==> config.mk <==
export PLATFORM = sky130hd
export DESIGN_NAME = mem_arbiter
export DESIGN_NICKNAME = d
export VERILOG_FILES = /design/src/rtl/memarb_pkg.sv /design/src/rtl/mem_arbiter.sv
export SDC_FILE = /design/constraint.sdc
export NUM_CORES = 1
export LEC_CHECK = 0
export CAP_MARGIN = 20
export CORE_ASPECT_RATIO = 2
export CORE_MARGIN = 10
export CORE_UTILIZATION = 60
export CTS_CLUSTER_SIZE = 20
export DETAILED_ROUTE_END_ITERATION = 10
export DONT_BUFFER_PORTS = 1
export GPL_TIMING_DRIVEN = 0
export PLACE_DENSITY_LB_ADDON = 0.3
export SYNTH_ARGS = -nofsm -noshare
export SYNTH_HDL_FRONTEND = slang
export SYNTH_SLANG_ARGS = --single-unit
==> constraint.sdc <==
create_clock -name clock -period 2.82 [get_ports clock]
set_clock_uncertainty 0.05 [all_clocks]
set_input_delay 0.423 -clock clock [delete_from_list [all_inputs] [get_ports clock]]
set_output_delay 0.423 -clock clock [all_outputs]
set_load 0.1 [all_outputs]
==> src/rtl/memarb_pkg.sv <==
// Shared types and constants for the two-port memory arbiter.
package memarb_pkg;

  // Arbiter sequencing states
  typedef enum logic [1:0] {
    IDLE  = 2'd0,
    ISSUE = 2'd1,
    WAIT  = 2'd2,
    RESP  = 2'd3
  } state_t;

  // Requester identity: 0 = CPU port, 1 = DMA port
  typedef logic port_id_t;

  localparam int unsigned MEM_LAT_MIN = 1;
  localparam int unsigned MEM_LAT_MAX = 3;

  // Keeps an out-of-range latency parameter inside the supported window
  function automatic int unsigned clamp_lat(input int unsigned lat);
    if (lat < MEM_LAT_MIN) return MEM_LAT_MIN;
    if (lat > MEM_LAT_MAX) return MEM_LAT_MAX;
    return lat;
  endfunction

endpackage

==> src/rtl/mem_arbiter.sv <==
// Two-port (CPU / DMA) arbiter in front of a single memory port.
// Build option: MEMARB_ROUND_ROBIN_EN selects round-robin arbitration;
// without it port 0 has fixed priority with a starvation guard for port 1.
//
// state | meaning
// IDLE  | no transfer; arbitrate and latch the winner's request
// ISSUE | drive latched address/data to memory, MemWr for writes
// WAIT  | extra read latency cycles, address held
// RESP  | one-cycle Ack to the owner, read data presented
module mem_arbiter
  import memarb_pkg::*;
#(
  parameter int unsigned MEM_LAT    = 1,
  parameter int unsigned STARVE_MAX = 8
) (
  input  logic        clock,
  input  logic        reset,
  input  logic        Req0,
  input  logic        Req1,
  input  logic        Wr0,
  input  logic        Wr1,
  input  logic [31:0] Addr0,
  input  logic [31:0] Addr1,
  input  logic [31:0] WData0,
  input  logic [31:0] WData1,
  output logic        Ack0,
  output logic        Ack1,
  output logic [31:0] RData0,
  output logic [31:0] RData1,
  output logic [31:0] MemAddr,
  output logic        MemWr,
  output logic [31:0] MemWData,
  input  logic [31:0] MemRData,
  output logic        Busy,
  output logic        Owner
);

  localparam int unsigned LAT = clamp_lat(MEM_LAT);
  // WAIT lasts LAT-1 cycles; the counter is loaded with LAT-2 and exits at zero
  localparam logic [1:0] WAIT_LOAD = (LAT > 1) ? 2'(LAT - 2) : 2'd0;

  state_t      r_state;
  state_t      w_next;
  port_id_t    r_owner;
  port_id_t    w_win;
  logic        r_wr;
  logic [31:0] r_addr;
  logic [31:0] r_wdata;
  logic [31:0] r_rdata0;
  logic [31:0] r_rdata1;
  logic [1:0]  r_cnt;
  logic        w_any;

  assign w_any = Req0 | Req1;

`ifdef MEMARB_ROUND_ROBIN_EN
  function automatic port_id_t arbitrate(input logic req0, input logic req1,
                                         input port_id_t owner);
    if (req0 && req1) return ~owner;
    return req1;
  endfunction

  // Contention goes to the port that did not win last time
  always_comb w_win = arbitrate(Req0, Req1, r_owner);
`else
  localparam int unsigned SW = (STARVE_MAX < 1) ? 1 : $clog2(STARVE_MAX + 1);

  logic [SW-1:0] r_starve;
  logic          w_starve_hit;

  assign w_starve_hit = (r_starve == SW'(STARVE_MAX));

  function automatic port_id_t arbitrate(input logic req0, input logic req1,
                                         input logic starve_hit);
    if (req0 && req1) return starve_hit;
    return req1;
  endfunction

  // Port 0 wins contention unless port 1 has lost STARVE_MAX times in a row
  always_comb w_win = arbitrate(Req0, Req1, w_starve_hit);

  // Count contended losses of port 1 (saturating); any port 1 grant clears it
  always_ff @(posedge clock or negedge reset) begin
    if (!reset) begin
      r_starve <= '0;
    end else if (r_state == IDLE && w_any) begin
      if (w_win) r_starve <= '0;
      else if (Req1 && !w_starve_hit) r_starve <= r_starve + SW'(1);
    end
  end
`endif

  // State register; reset forces IDLE so MemWr/Ack/Busy drop immediately
  always_ff @(posedge clock or negedge reset) begin
    if (!reset) r_state <= IDLE;
    else        r_state <= w_next;
  end

  // Next-state decode and state-derived handshake outputs
  always_comb begin
    w_next = r_state;
    MemWr  = 1'b0;
    Ack0   = 1'b0;
    Ack1   = 1'b0;
    Busy   = 1'b1;
    case (r_state)
      IDLE: begin
        Busy = 1'b0;
        if (w_any) w_next = ISSUE;
      end
      ISSUE: begin
        MemWr  = r_wr;
        w_next = (r_wr || LAT == 1) ? RESP : WAIT;
      end
      WAIT: begin
        if (r_cnt == 2'd0) w_next = RESP;
      end
      RESP: begin
        Ack0   = ~r_owner;
        Ack1   = r_owner;
        w_next = IDLE;
      end
      default: w_next = IDLE;
    endcase
  end

  // Latch the winner's request, run the wait countdown, capture read data on RESP entry
  always_ff @(posedge clock or negedge reset) begin
    if (!reset) begin
      r_owner  <= 1'b1;
      r_wr     <= 1'b0;
      r_addr   <= '0;
      r_wdata  <= '0;
      r_cnt    <= 2'd0;
      r_rdata0 <= '0;
      r_rdata1 <= '0;
    end else begin
      if (r_state == IDLE && w_any) begin
        r_owner <= w_win;
        r_wr    <= w_win ? Wr1    : Wr0;
        r_addr  <= w_win ? Addr1  : Addr0;
        r_wdata <= w_win ? WData1 : WData0;
      end
      if (r_state == ISSUE && w_next == WAIT) r_cnt <= WAIT_LOAD;
      else if (r_state == WAIT && r_cnt != 2'd0) r_cnt <= r_cnt - 2'd1;
      if (w_next == RESP && !r_wr) begin
        if (r_owner) r_rdata1 <= MemRData;
        else         r_rdata0 <= MemRData;
      end
    end
  end

  assign MemAddr  = r_addr;
  assign MemWData = r_wdata;
  assign RData0   = r_rdata0;
  assign RData1   = r_rdata1;
  assign Owner    = r_owner;

endmodule

# == Yosys cells after proc, flatten, opt, wreduce, memory -nomap -nowiden ==
# Index checks and enable logic that the tools add are counted.
# totals
reg_bits,138
output_inout_bits,133
elab_cells,52
# op_classes
addsub,2
n_eq_ne,6
mux,17
bitwise,2
reduce_logical,16
# op_table
operator,count
two-way mux 32 bit,2
== test 2 bit (second input constant),4
two-way mux 1 bit,8
two-way mux 2 bit,4
two-way mux 4 bit,2
case mux 2 bit (4 select lines),1
logical AND 1 bit,6
AND reduction 2 bit,3
nonzero test 2 bit,3
adder 4 x 1 -> 4 bit (second input constant),1
== test 4 bit (second input constant),1
logical NOT 2 bit,2
== test 2 x 1 -> 1 bit (second input constant),1
logical NOT 1 bit,2
subtractor 2 x 1 -> 2 bit (second input constant),1
NOT 1 bit,1
bitwise OR 1 bit,1

# == Logic depth before layout (Yosys ltp) ==
# logic_depth
depth_word,6
mapped_depth,8
ltp_nobuf,6

# == Worst setup path after synthesis ==
# Ideal clock, no wire load.
# synth_timing
path_type,register -> output
from,reg r_state[0]
to,out Ack0
t_arrival_ns,1.946
slack_ns,0.401
path_stages_with_launch,3
n_path_buf,0
cell_sequence,dfrtp_1 ha_1 nor2b_1
# synth_between
elab_chain_cells,2
# synth_rtl
element,line_no,text
from (decl),mem_arbiter.sv:42,state_t r_state;
from (signal assigned),mem_arbiter.sv:96,else r_state <= w_next;
== test 2 bit,mem_arbiter.sv:106,case (r_state)
two-way mux 1 bit,mem_arbiter.sv:106,
to (decl),mem_arbiter.sv:26,"output logic Ack0,"
# Every way passes these cells.

# == Final worst setup path ==
# layout_timing
from,"reg r_owner, in the netlist Owner"
to,out Ack1
# layout_between
elab_chain_cells,1
# layout_rtl
element,line_no,text
from (decl),mem_arbiter.sv:44,port_id_t r_owner;
from (signal assigned),mem_arbiter.sv:139,r_owner <= w_win;
two-way mux 1 bit,mem_arbiter.sv:106,
to (decl),mem_arbiter.sv:27,"output logic Ack1,"
# Every way passes these cells.

==> impl_metrics.env <==
export IMPL_status="finished with violations"
export IMPL_violations="negative hold slack"
export IMPL_syn_avg_cell_area_sq_um=10.8
export IMPL_clk_latency_ns=0.41
export IMPL_ys_seq_area_share_pct=57.7
export IMPL_port_buffers=0
export IMPL_placed_area_sq_um=6150
export IMPL_cts_max_path_buffers=2
export IMPL_syn_area_sq_um=5990
export IMPL_synthFlopType="dfrtp_1"
export IMPL_core_area_sq_um=9760
export IMPL_synth_cells=554
export IMPL_relSlewSlack_pct=27.5
export IMPL_cts_made_buffers=17
export IMPL_synth_cell_types=31
export IMPL_grt_pass1_vias=4750
export IMPL_rows=51
export IMPL_overflow=0
export IMPL_ys_ff_latch=138
export IMPL_clk_pin_slew_worst_paths_ns=0.06
export IMPL_whs_ns=-0.345
export IMPL_r2r_start="r_state[0]"
export IMPL_synth_edf_count=0
export IMPL_grt_pass1_wl_microns=27500
export IMPL_fin_crit_ns=2.71
export IMPL_rsz0062_at_grt="false"
export IMPL_finalNonFillerCells=718
export IMPL_critPathBufInv=0
export IMPL_vias=4271
export IMPL_tightest_slew_ns=1.08
export IMPL_async_flop_share_pct=100
export IMPL_totalWireLength_microns=17800
export IMPL_numPlacedInstances=686
export IMPL_critPathMaxFanout=6
export IMPL_syn_nets=728
export IMPL_worst_setup_path_type="flop to output port"
export IMPL_max_cap_violations=0
export IMPL_slowest_delay_ns=0.95
export IMPL_die_h_microns=161
export IMPL_ant_nets=0
export IMPL_final_hold_violation_count=138
export IMPL_synth_area_leaders="dfrtp_1, a21oi_1, mux2_4"
export IMPL_hold_path_class="input pin to async pin"
export IMPL_grt_max_degree=139
export IMPL_fmax_ghz=0.369
export IMPL_antenna_found_initial=0
export IMPL_crit_chain="and2_1"
export IMPL_cpLargestDelayFamily="flip-flops"
export IMPL_htree_levels=4
export IMPL_synthTopCellsByCount="dfrtp_1, a21oi_1, nand2_1, nor2_1, mux2_2"
export IMPL_ff2ff_path_depth=8
export IMPL_drtIter0Drc=211
export IMPL_design_area_sq_um=6770
export IMPL_track_usage_pct=24.0
export IMPL_die_area_sq_um=14600
export IMPL_nets=747
export IMPL_fin_crit_sh_pct=96.0
export IMPL_cts_sinks=138
export IMPL_post_synth_top_count_cell="dfrtp_1"
export IMPL_syn2layout_area_growth_pct=13.0
export IMPL_post_route_drc_count=0
export IMPL_firstDrtPassIters=5
export IMPL_io_pins=299
export IMPL_cts_root_buf="clkbuf_16"
export IMPL_yosysWarnings=0
export IMPL_drive_gt1_share_pct=20.8
export IMPL_setup_violations=0
export IMPL_yosysTopAreaCellShare_pct=57.3
export IMPL_rr_endpoint="MemAddr[14]"
export IMPL_yosysTopAreaCell="dfrtp_1"
export IMPL_initial_utilization_pct=61.3
export IMPL_cts_tree="built"
export IMPL_dpl_hpwl_microns=13900
export IMPL_wl_per_cell_microns=24.9
export IMPL_cp_start_kind="flop"
export IMPL_antennaDiodeCount=0
export IMPL_endpoint_kind="output port"
export IMPL_arrival_ns=2.23
export IMPL_cp_slowest_cell="dfstp_2"
export IMPL_die_w_microns=90.6
export IMPL_cts_setup_buffers=0
export IMPL_viasPerCell=5.95
export IMPL_gp_routability_congestion=0.791
export IMPL_maxSlewViolCount=0
export IMPL_reg2reg_slack_ns=0.16
export IMPL_critPathRequiredTime_ns=2.35
[worst max path at each step]
stage | slack, ns | from | cells after the start | endpoint
global route | 0.01 | r_state[0] | 8 | MemAddr[14]
CTS | -0.04 | r_state[0] | 8 | MemAddr[14]
global placement | 0.10 | r_state[0] | 8 | MemAddr[13]
finish | 0.11 | Owner | 1 | Ack1
detailed placement | 0.01 | r_state[0] | 8 | MemAddr[14]
floorplan | 0.40 | r_state[0] | 2 | Ack0
[cell families (layout without fill, tap and decap cells)]
family          after synthesis  after routing  synth area share [%]
fa+ha+maj                     8              8                  1.67
xor+xnor                      1              1                 0.146
compound gates              145            145                  12.4
buf+inv                      44             76                  3.70
mux                          64             64                  13.9
simple gates                154            154                  10.5
flops                       138            138                  57.7
[stage by stage]
step           worst slack, ns  util [%]  hold WS, ns  TNS, ns
5_1_grt                 0.0126      69.3       -0.368        0
3_3_place_gp             0.100      63.0       0.0813        0
3_5_place_dp            0.0137      63.0       0.0815        0
2_1_floorplan            0.401         -       0.0774        0
6_report                 0.113      69.3       -0.345        0
4_1_cts                -0.0368      69.2       -0.356  -0.0368
[placed cells by master, fill, tap and decap left out, drive strengths merged]
cell type and count:
nand3 2, clkbuf 34, clkinv 4, nor2 71, nand4b 1, a22o 1
a21o 1, and2 2, mux2 64, o21ai 9, nor4b 1, clkinvlp 3
and3b 1, dfstp 1, o21a 1, ha 8, buf 20, bufinv 2
nand4 1, xnor2 1, and3 1, nand2 71, inv 13, a21oi 131
a31oi 2, nor2b 2, dfrtp 137, nor3 1
[layer usage]
metal | part of all wire [%] | vias to the layer above | track usage [%]
li1 | - | 1907 | -
met1 | 31 | 2043 | 23.0
met2 | 52 | 283 | 41.9
met3 | 14 | 38 | 13.0
met4 | 3.0 | 0 | 9.46
met5 | 0 | - | 0
[flip-flops by register name, summed over array words and instances, names as in the netlist]
signal and cells:
r_cnt 2, Owner 1, r_starve 4, MemAddr 32
MemWData 32, r_wr 1, RData1 32, r_state 2
RData0 32
[cell type report]
class,count,area (sq um)
plain buffers,36,199
clock buffers,18,439
clock inverters,14,159
fillers,730,3000
inverters,8,33.8
multi-input cells,372,2310
flip-flops and latches,138,3450
well taps,132,165
[what timing repair did]
item                       4_1_cts  5_1_grt
pin swaps                        0        0
hold endpoints to repair       138      138
resized for setup                0       13
cloned                           0        0
setup endpoints to repair        1       50
Power is not shown: default switching activity piles up to over one toggle a cycle in this logic, so the estimate is an artifact.
